--- src/rtl/pipe_stall_ctrl_pkg.sv ---
// Shared encodings for the pipeline stall controller: stall vectors, multi-cycle
// op kinds and sequencer state codes.
package pipe_stall_ctrl_pkg;

  localparam logic Stop   = 1'b1;
  localparam logic NoStop = 1'b0;

  localparam int unsigned StallW = 6;

  // Bit order: 0 PC, 1 IF, 2 ID, 3 EX, 4 MEM, 5 WB.
  localparam logic [StallW-1:0] StallNone = 6'b000000;
  localparam logic [StallW-1:0] StallIf   = 6'b000011;
  localparam logic [StallW-1:0] StallId   = 6'b000111;
  localparam logic [StallW-1:0] StallEx   = 6'b001111;
  localparam logic [StallW-1:0] StallMem  = 6'b011111;

  localparam logic [1:0] McDiv  = 2'b01;
  localparam logic [1:0] McMadd = 2'b10;

  typedef enum logic [1:0] {
    StIdle = 2'b00,
    StBusy = 2'b01,
    StDone = 2'b10
  } mc_state_e;

  function automatic logic mc_kind_valid(input logic [1:0] kind);
    return (kind == McDiv) || (kind == McMadd);
  endfunction

endpackage

--- src/rtl/pipe_stall_ctrl_mc_seq_fsm.sv ---
// Multi-cycle EX op sequencer: holds EX for N cycles after a start, then raises
// done until the EX stage is no longer stalled.
module pipe_stall_ctrl_mc_seq_fsm
  import pipe_stall_ctrl_pkg::*;
#(
  parameter int unsigned DivCycles  = 33,
  parameter int unsigned MaddCycles = 2,
  parameter int unsigned CntW       = 6
) (
  input  logic       clk_i,
  input  logic       rst_ni,
  input  logic       start_i,
  input  logic [1:0] kind_i,
  input  logic       flush_i,
  input  logic       mem_stall_i,
  input  logic       ex_stall_i,
  output logic       hold_o,
  output logic       busy_o,
  output logic       done_o
);

  mc_state_e        state_q, state_d;
  logic [CntW-1:0]  cnt_q, cnt_d;
  logic             start_ok;
  logic [CntW-1:0]  cnt_load;

  // A start under a memory stall is dropped; EX presents it again later.
  assign start_ok = start_i & mc_kind_valid(kind_i) & ~flush_i & ~mem_stall_i;
  assign cnt_load = (kind_i == McDiv) ? CntW'(DivCycles - 1) : CntW'(MaddCycles - 1);

  assign hold_o = ((state_q == StIdle) & start_ok) | (state_q == StBusy);
  assign busy_o = (state_q == StBusy) & ~flush_i;
  assign done_o = (state_q == StDone) & ~flush_i;

  always_comb begin
    state_d = state_q;
    cnt_d   = cnt_q;
    unique case (state_q)
      StIdle: begin
        if (start_ok) begin
          state_d = StBusy;
          cnt_d   = cnt_load;
        end
      end
      StBusy: begin
        cnt_d = cnt_q - CntW'(1);
        if (cnt_q == CntW'(1)) begin
          state_d = StDone;
        end
      end
      StDone: begin
        if (ex_stall_i == NoStop) begin
          state_d = StIdle;
        end
      end
      default: begin
        state_d = StIdle;
        cnt_d   = '0;
      end
    endcase
    if (flush_i) begin
      state_d = StIdle;
      cnt_d   = '0;
    end
  end

  always_ff @(posedge clk_i or negedge rst_ni) begin
    if (!rst_ni) begin
      state_q <= StIdle;
      cnt_q   <= '0;
    end else begin
      state_q <= state_d;
      cnt_q   <= cnt_d;
    end
  end

endmodule

--- src/rtl/pipe_stall_ctrl.sv ---
// Central pipeline stall controller: priority-merges stage stall requests into the
// stall vector, sequences multi-cycle EX ops and counts stalled cycles.
module pipe_stall_ctrl
  import pipe_stall_ctrl_pkg::*;
#(
  parameter int unsigned DIV_CYCLES  = 33,
  parameter int unsigned MADD_CYCLES = 2,
  parameter int unsigned CNT_W       = 6
) (
  input  logic              clk,
  input  logic              rst,
  input  logic              stallreq_if,
  input  logic              stallreq_id,
  input  logic              stallreq_ex,
  input  logic              stallreq_mem,
  input  logic              ex_mc_start,
  input  logic [1:0]        ex_mc_kind,
  input  logic              flush,
  output logic [StallW-1:0] stall,
  output logic              ex_mc_busy,
  output logic              ex_mc_done,
  output logic [31:0]       stall_cycles
);

  logic        mc_hold;
  logic [31:0] stall_cycles_q, stall_cycles_d;

  pipe_stall_ctrl_mc_seq_fsm #(
    .DivCycles  (DIV_CYCLES),
    .MaddCycles (MADD_CYCLES),
    .CntW       (CNT_W)
  ) u_mc_seq_fsm (
    .clk_i       (clk),
    .rst_ni      (rst),
    .start_i     (ex_mc_start),
    .kind_i      (ex_mc_kind),
    .flush_i     (flush),
    .mem_stall_i (stallreq_mem),
    .ex_stall_i  (stall[3]),
    .hold_o      (mc_hold),
    .busy_o      (ex_mc_busy),
    .done_o      (ex_mc_done)
  );

  // Stall vector is forced quiet while reset is asserted, whatever the requests.
  always_comb begin
    stall = StallNone;
    if (!rst || flush) begin
      stall = StallNone;
    end else if (stallreq_mem) begin
      stall = StallMem;
    end else if (stallreq_ex || mc_hold) begin
      stall = StallEx;
    end else if (stallreq_id) begin
      stall = StallId;
    end else if (stallreq_if) begin
      stall = StallIf;
    end
  end

  always_comb begin
    stall_cycles_d = stall_cycles_q;
    if ((stall[0] == Stop) && (stall_cycles_q != '1)) begin
      stall_cycles_d = stall_cycles_q + 32'd1;
    end
  end

  always_ff @(posedge clk or negedge rst) begin
    if (!rst) begin
      stall_cycles_q <= '0;
    end else begin
      stall_cycles_q <= stall_cycles_d;
    end
  end

  assign stall_cycles = stall_cycles_q;

endmodule
--- config.mk ---
export PLATFORM = sky130hd
export DESIGN_NAME = pipe_stall_ctrl
export DESIGN_NICKNAME = d
export VERILOG_FILES = /design/src/rtl/pipe_stall_ctrl_pkg.sv /design/src/rtl/pipe_stall_ctrl_mc_seq_fsm.sv /design/src/rtl/pipe_stall_ctrl.sv
export SDC_FILE = /design/constraint.sdc
export NUM_CORES = 1
export LEC_CHECK = 0
export ABC_AREA = 1
export ABC_CLOCK_PERIOD_IN_PS = 3300
export BUFFER_PORTS_ARGS = -buffer_cell sky130_fd_sc_hd__buf_2
export CAP_MARGIN = 20
export CORE_MARGIN = 4
export CORE_UTILIZATION = 34
export DETAILED_ROUTE_END_ITERATION = 8
export PLACE_DENSITY_LB_ADDON = 0.15
export SYNTH_ARGS = -nofsm -noshare
export SYNTH_HDL_FRONTEND = slang
export SYNTH_SLANG_ARGS = --single-unit
--- constraint.sdc ---
create_clock -name clk -period 3.3 [get_ports clk]
set_clock_uncertainty 0.1 [all_clocks]
set_input_delay 0.165 -clock clk [delete_from_list [all_inputs] [get_ports clk]]
set_output_delay 0.165 -clock clk [all_outputs]
set_load 0.01 [all_outputs]
==> flow_metrics.py, run 1 <==
metrics = {
    "status": {
        "status": "complete, no violations",
    },
    "place": {
        "routabilityCongestion": 0.885,
        "numPortBuffers": 48,
        "dp_cells": 596,
        "dp_slack_ns": 1.13,
        "dpl.hpwl_mm": 6.01,
        "place_area_sq_um": 3190,
    },
    "sta": {
        "hold_viol_final": 0,
        "post-route-min-period_ns": 2.19,
        "slew_headroom_pct": 55.3,
        "fin_crit_sh_pct": 66.2,
        "fin_tns_setup_ns": 0,
        "fin_ws_ns": 1.11,
        "slew_violations": 0,
        "setup-violations-final": 0,
        "fmax_mhz": 458,
        "tightest_slew_ns": 0.670,
        "rsz0062_at_grt": "false",
    },
    "power": {
        "p_per_area_nw_per_um2": 348,
        "swShare_pct": 32.7,
        "p_clk_share_pct": 30.3,
        "p_int_uw": 771,
        "p_switching_uw": 374,
        "seqPwrFrac_pct": 50.0,
        "ir_worst_vdd_uv": 177,
        "p_leak_nw": 1.73,
        "power_frac_comb_pct": 19.7,
    },
    "clock_network": {
        "cts_num_sinks": 40,
        "clock_path_buffers": 2,
        "htree_num_levels": 2,
        "cts-root-buf": "clkbuf_8",
        "cts_tree": "done",
        "post_cts_resized": 0,
        "cts_buffers": 5,
        "clk_pin_slew_ns": 0.08,
        "clk_latency_ns": 0.29,
    },
    "logic_synthesis": {
        "yosysWarnings": 0,
        "ys_seq_area_share_pct": 34.7,
        "synth_top_cells_by_area": "dfrtp_1, nand2_1, nor2_1",
        "netlist_area_sq_um": 2890,
        "synth_top_area_share_pct": 34.7,
        "ys.flop_type": "dfrtp_1",
        "synth_cell_type_count": 29,
        "synth_edf_count": 0,
        "synth_cells": 452,
        "synthArstFlopShare_pct": 100,
        "ys_seq_elements": 40,
        "yosysTopAreaCell": "dfrtp_1",
        "syn_nets": 466,
        "avgSynthCellArea_sq_um": 6.38,
    },
    "cells_and_area": {
        "final_common_cell": "nand2_1",
        "final_cell_mix": "nand2_1, nor2_1, buf_2, dfrtp_1, inv_1",
        "drive_gt1_share_pct": 16.2,
        "antennaDiodeCount": 0,
        "fin_nets": 513,
        "area_delta_synth_final_pct": 14.1,
        "finalNonFillerCells": 605,
        "design_area_sq_um": 3290,
    },
    "critical_path": {
        "rrSetupSlack_ns": 1.11,
        "critPathRequiredTime_ns": 3.44,
        "crit_type": "flip-flop to flip-flop",
        "worstSetupStartpointType": "flip-flop",
        "cp_max_fo": 31,
        "cp.arrival_ns": 2.32,
        "timing.rr.end": "stall_cycles[29]",
        "worstSetupEndpointType": "flip-flop",
        "r2r_cells": 9,
        "startpoint": "stall_cycles[0]",
        "r2r-start": "stall_cycles[0]",
        "crit_end": "stall_cycles[29]",
    },
    "detailed_routing": {
        "via_count": 2791,
        "routed_wl_mm": 7.71,
        "drtAntennaViolNets": 0,
        "dr.pass1.iters": 4,
        "avgViaCountPerCell": 4.61,
        "drtIter0Drc": 173,
        "wl_per_cell_um": 12.7,
        "drc": 0,
    },
    "job": {
        "maxCapViolations": 0,
    },
    "die": {
        "io-pin-count": 50,
        "die_area_sq_um": 10000,
        "die_width_um": 100,
        "die_h_um": 100,
        "coreArea_sq_um": 8220,
        "start_util_pct": 35.1,
        "rows": 33,
    },
    "global_route": {
        "grt_max_degree": 41,
        "grt_overflow_total": 0,
        "grt_pass1_vias": 2670,
        "antenna_found_initial": 0,
        "grt_pass1_wl_mm": 13.0,
        "grt_use_total_pct": 16.2,
    },
    "min_path": {
        "hold_class": "primary input to flip-flop",
    },
}
-- cells in the mapped netlist, types with 5 or more instances --
| master | number |
|---|---|
| inv_1 | 32 |
| nor2_1 | 60 |
| nand2_2 | 12 |
| nand3b_1 | 14 |
| nand2_1 | 208 |
| o21ai_0 | 11 |
| xnor2_1 | 5 |
| nand3_1 | 28 |
| dfrtp_1 | 40 |
-- through the flow --
| stage | util, % | total power [mW] | hold WS [ns] |
|---|---|---|---|
| after global placement | 38.8 | 0.808 | 0.188 |
| after floorplan | - | 0.732 | -0.231 |
| after detailed placement | 38.8 | 0.810 | 0.189 |
| after global routing | 40.1 | 1.22 | 0.116 |
| after CTS | 40.1 | 1.16 | 0.0644 |
| final | 40.1 | 1.15 | 0.0758 |
-- worst min path at each step --
stage	endpoint	slack [ns]	start	depth (start not counted)
after floorplan	stall_cycles[0]	-0.23	rst	0
after global placement	u_mc_seq_fsm.cnt_q[5]	0.19	rst	2
after detailed placement	u_mc_seq_fsm.cnt_q[5]	0.19	rst	2
after CTS	u_mc_seq_fsm.cnt_q[4]	0.06	flush	2
after global routing	u_mc_seq_fsm.cnt_q[3]	0.12	flush	2
final	u_mc_seq_fsm.cnt_q[4]	0.08	flush	2
-- sequential cells by signal, summed over array words and instances (netlist names) --
register	cells
stall_cycles	32
u_mc_seq_fsm.cnt_q	6
u_mc_seq_fsm.state_q	2
-- worst max-delay path: stages (launching register included) --
cell and delay (ns):
dfrtp_1 0.48, ha_1 0.32, inv_2 0.09, nor2_4 0.16
nand2_4 0.10, nor2_8 0.14, nand3_4 0.18, nand2_4 0.37
nand2_1 0.09, nand2_1 0.08
-- cell type report --
type                       count  area, sq um
tap                          105          131
clock inverter                 2         10.0
multi-input combinational    368         1680
timing repair buffer          50          258
inverter                      34          128
fill                         904         4920
sequential                    40         1000
clock buffer                   6         82.6
-- power by group through the flow --
| stage | combinational (mW) | sequential, mW | clock (mW) |
|---|---|---|---|
| after global placement | 0.226 | 0.581 | 0 |
| after detailed placement | 0.227 | 0.583 | 0 |
| after global routing | 0.259 | 0.584 | 0.377 |
| final | 0.225 | 0.573 | 0.347 |
| after CTS | 0.231 | 0.573 | 0.359 |
| after floorplan | 0.148 | 0.584 | 0 |
-- kinds of logic (layout without fill, tap and decap cells) --
group | Yosys count | count (layout) | synth area share (%)
AND/OR/NAND/NOR | 339 | 339 | 51.0
buffers and inverters | 44 | 92 | 7.02
flip-flops | 40 | 40 | 34.7
AO/OA/AOI/OAI | 15 | 15 | 2.69
XOR/XNOR | 9 | 9 | 2.73
adder cells (fa/ha/maj) | 4 | 4 | 1.73
other | 1 | 1 | 0.130
-- routing by layer --
metal | up-vias | share of wire, % | global-route usage [%]
met2 | 54 | 46 | 26.7
li1 | 1493 | - | -
met5 | - | 0 | 0
met4 | 0 | 0.99 | 4.25
met3 | 6 | 4.1 | 2.43
met1 | 1238 | 49 | 22.2
-- timing repair --
| action | 4_1_cts | 5_1_grt |
|---|---|---|
| endpoints found under the hold margin | 40 | 0 |
| buffers inserted | 0 | 0 |
| endpoints found under the setup margin | 0 | 0 |
| hold buffers | 1 | 0 |
No activity file was read; power rests on OpenSTA's default activity.
==> run 2, diff against run 1 <==
ABC_CLOCK_PERIOD_IN_PS = 1800   (was 3300)
clock period = 1.8 ns   (was 3.3 ns; I/O delays follow)
==> run 2 against run 1 <==
Effect of this change: core utilization up 8.5 points; via count rose by 16%; global-route usage rose by 1.9 points; clock power rose by 85%; die area unchanged; critical path depth fell by 1.
==> flow_metrics.py, run 2 (synthesis gave the netlist of run 1 again) <==
metrics = {
    "die": {
        "coreArea_sq_um": 8220,
        "die_width_um": 100,
        "start_util_pct": 35.1,
        "die_h_um": 100,
        "die_area_sq_um": 10000,
        "io-pin-count": 50,
        "rows": 33,
    },
    "global_route": {
        "grt_pass1_vias": 2962,
        "grt_use_total_pct": 18.1,
        "grt_max_degree": 41,
        "antenna_found_initial": 0,
        "grt_overflow_total": 0,
        "grt_pass1_wl_mm": 14.5,
    },
    "critical_path": {
        "r2r_cells": 11,
        "worstSetupStartpointType": "flip-flop",
        "rrSetupSlack_ns": 0.08,
        "crit_path_cell_trace": "inv_2, nor2_2, nor2_2, nand3_1, nand2_2, nand2_4, buf_12, buf_2",
        "crit_type": "flip-flop to primary output",
        "worstSetupEndpointType": "primary output",
        "cp.arrival_ns": 1.54,
        "cpMaxStageDelayCell": "dfrtp_1",
        "cpMostUsedCell": "nor2_2",
        "cp_max_fo": 12,
        "timing.rr.end": "stall_cycles[29]",
        "critPathMaxStageDelay_ns": 0.42,
        "critPathRequiredTime_ns": 1.61,
        "r2r-start": "stall_cycles[1]",
    },
    "power": {
        "p_per_area_nw_per_um2": 580,
        "ir_worst_vdd_uv": 400,
        "p_leak_nw": 2.14,
    },
    "detailed_routing": {
        "drtAntennaViolNets": 0,
        "avgViaCountPerCell": 4.79,
        "dr.pass1.iters": 5,
        "drtIter0Drc": 130,
        "drc": 0,
        "routed_wl_mm": 9.29,
        "wl_per_cell_um": 13.8,
        "via_count": 3230,
    },
    "sta": {
        "hold_slack_ns": 0.00403,
        "tightest_slew_ns": 0.564,
        "setup-violations-final": 0,
        "slew_violations": 0,
        "hold_viol_final": 0,
        "fin_crit_sh_pct": 95.8,
        "slew_headroom_pct": 62.4,
        "fmax_mhz": 580,
        "post-route-min-period_ns": 1.73,
    },
    "clock_network": {
        "clock_path_buffers": 2,
        "cts_num_sinks": 40,
        "clk_pin_slew_ns": 0.08,
        "clk_latency_ns": 0.29,
        "cts_tree": "done",
        "cts_buffers": 5,
        "htree_num_levels": 2,
        "cts-root-buf": "clkbuf_8",
    },
    "min_path": {
        "hold_class": "primary input to flip-flop",
        "min_from": "flush",
        "hold_end": "u_mc_seq_fsm.cnt_q[4]",
        "hold_depth": 2,
    },
    "place": {
        "dp_cells": 642,
        "numPortBuffers": 48,
        "dpl.hpwl_mm": 6.75,
        "routabilityCongestion": 0.892,
        "place_area_sq_um": 3560,
    },
    "cells_and_area": {
        "design_area_sq_um": 3990,
        "drive_gt1_share_pct": 29.3,
        "antennaDiodeCount": 0,
        "final_common_cell": "nand2_1",
        "finalNonFillerCells": 674,
        "final_cell_mix": "nand2_1, buf_4, nor2_1, buf_2, dfrtp_1",
        "fin_nets": 582,
        "area_delta_synth_final_pct": 38.2,
        "largest_reg_flops": 32,
    },
    "job": {
        "maxCapViolations": 0,
    },
    "status": {
        "status": "complete, no violations",
    },
}
run 2: cell types whose count changed in the layout (fill, tap and decap cells not counted), sizes merged:
cell,before,now
clkinv,3,1
dlygate4sd3,1,2
buf,49,114
clkbuf,6,11
run 2: how the worst max path moves through the flow:
stage,endpoint,cells past startpoint,slack (ns),start
final,stall[1],8,0.07,u_mc_seq_fsm.state_q[0]
after CTS,stall_cycles[31],10,0.01,stall_cycles[0]
after detailed placement,stall_cycles[31],9,-0.08,ex_mc_kind[0]
after global placement,stall_cycles[27],9,-0.04,ex_mc_kind[0]
after floorplan,stall_cycles[13],9,0.005,stall_cycles[0]
after global routing,stall_cycles[7],11,-0.03,stall_cycles[1]
run 2: critical path: cells and delay by family (launching register included):
| family | cells | cell delay [ns] |
|---|---|---|
| flip-flops | 1 | 0.42 |
| AND/OR/NAND/NOR | 5 | 0.46 |
| buffers and inverters | 3 | 0.35 |
run 2: area by class of cell:
cell class / count / area (sq um)
Clock buffer: 8 / 90.1
Fill cell: 842 / 4230
Inverter: 34 / 128
Multi-Input combinational cell: 368 / 1760
Sequential cell: 40 / 1000
Tap cell: 105 / 131
Timing Repair Buffer: 119 / 883
run 2: repair_timing:
item / CTS / global route
hold buffers: 2 / 0
cloned: 0 / 4
setup buffers: 0 / 18
hold endpoints to repair: 41 / 0
pin swaps: 0 / 11
endpoints found under the setup margin: 18 / 29
gates resized for setup: 7 / 22
run 2: power by group:
group / switching (mW) / total (mW) / internal, mW
registers: 0.0464 / 1.00 / 0.957
clock network: 0.328 / 0.642 / 0.314
logic: 0.363 / 0.669 / 0.306
run 2: per-layer routing:
metal  vias to the layer above  wire, um  track usage (%)  share of wire, %
li1                       1626         -                -                 -
met1                      1517      4310             24.9                46
met2                        75      4380             29.0                47
met3                        12       450             3.82               4.8
met4                         0       153             4.35               1.6
met5                         -         0                0                 0
run 2: metrics by stage:
step | power [mW] | TNS [ns] | setup slack (ns) | utilization [%]
4_1_cts | 2.26 | 0 | 0.0123 | 45.0
5_1_grt | 2.46 | -0.254 | -0.0334 | 48.5
6_report | 2.31 | 0 | 0.0747 | 48.5
3_3_place_gp | 1.59 | -0.458 | -0.0357 | 43.4
3_5_place_dp | 1.60 | -1.02 | -0.0826 | 43.4
2_1_floorplan | 1.35 | 0 | 0.00508 | -
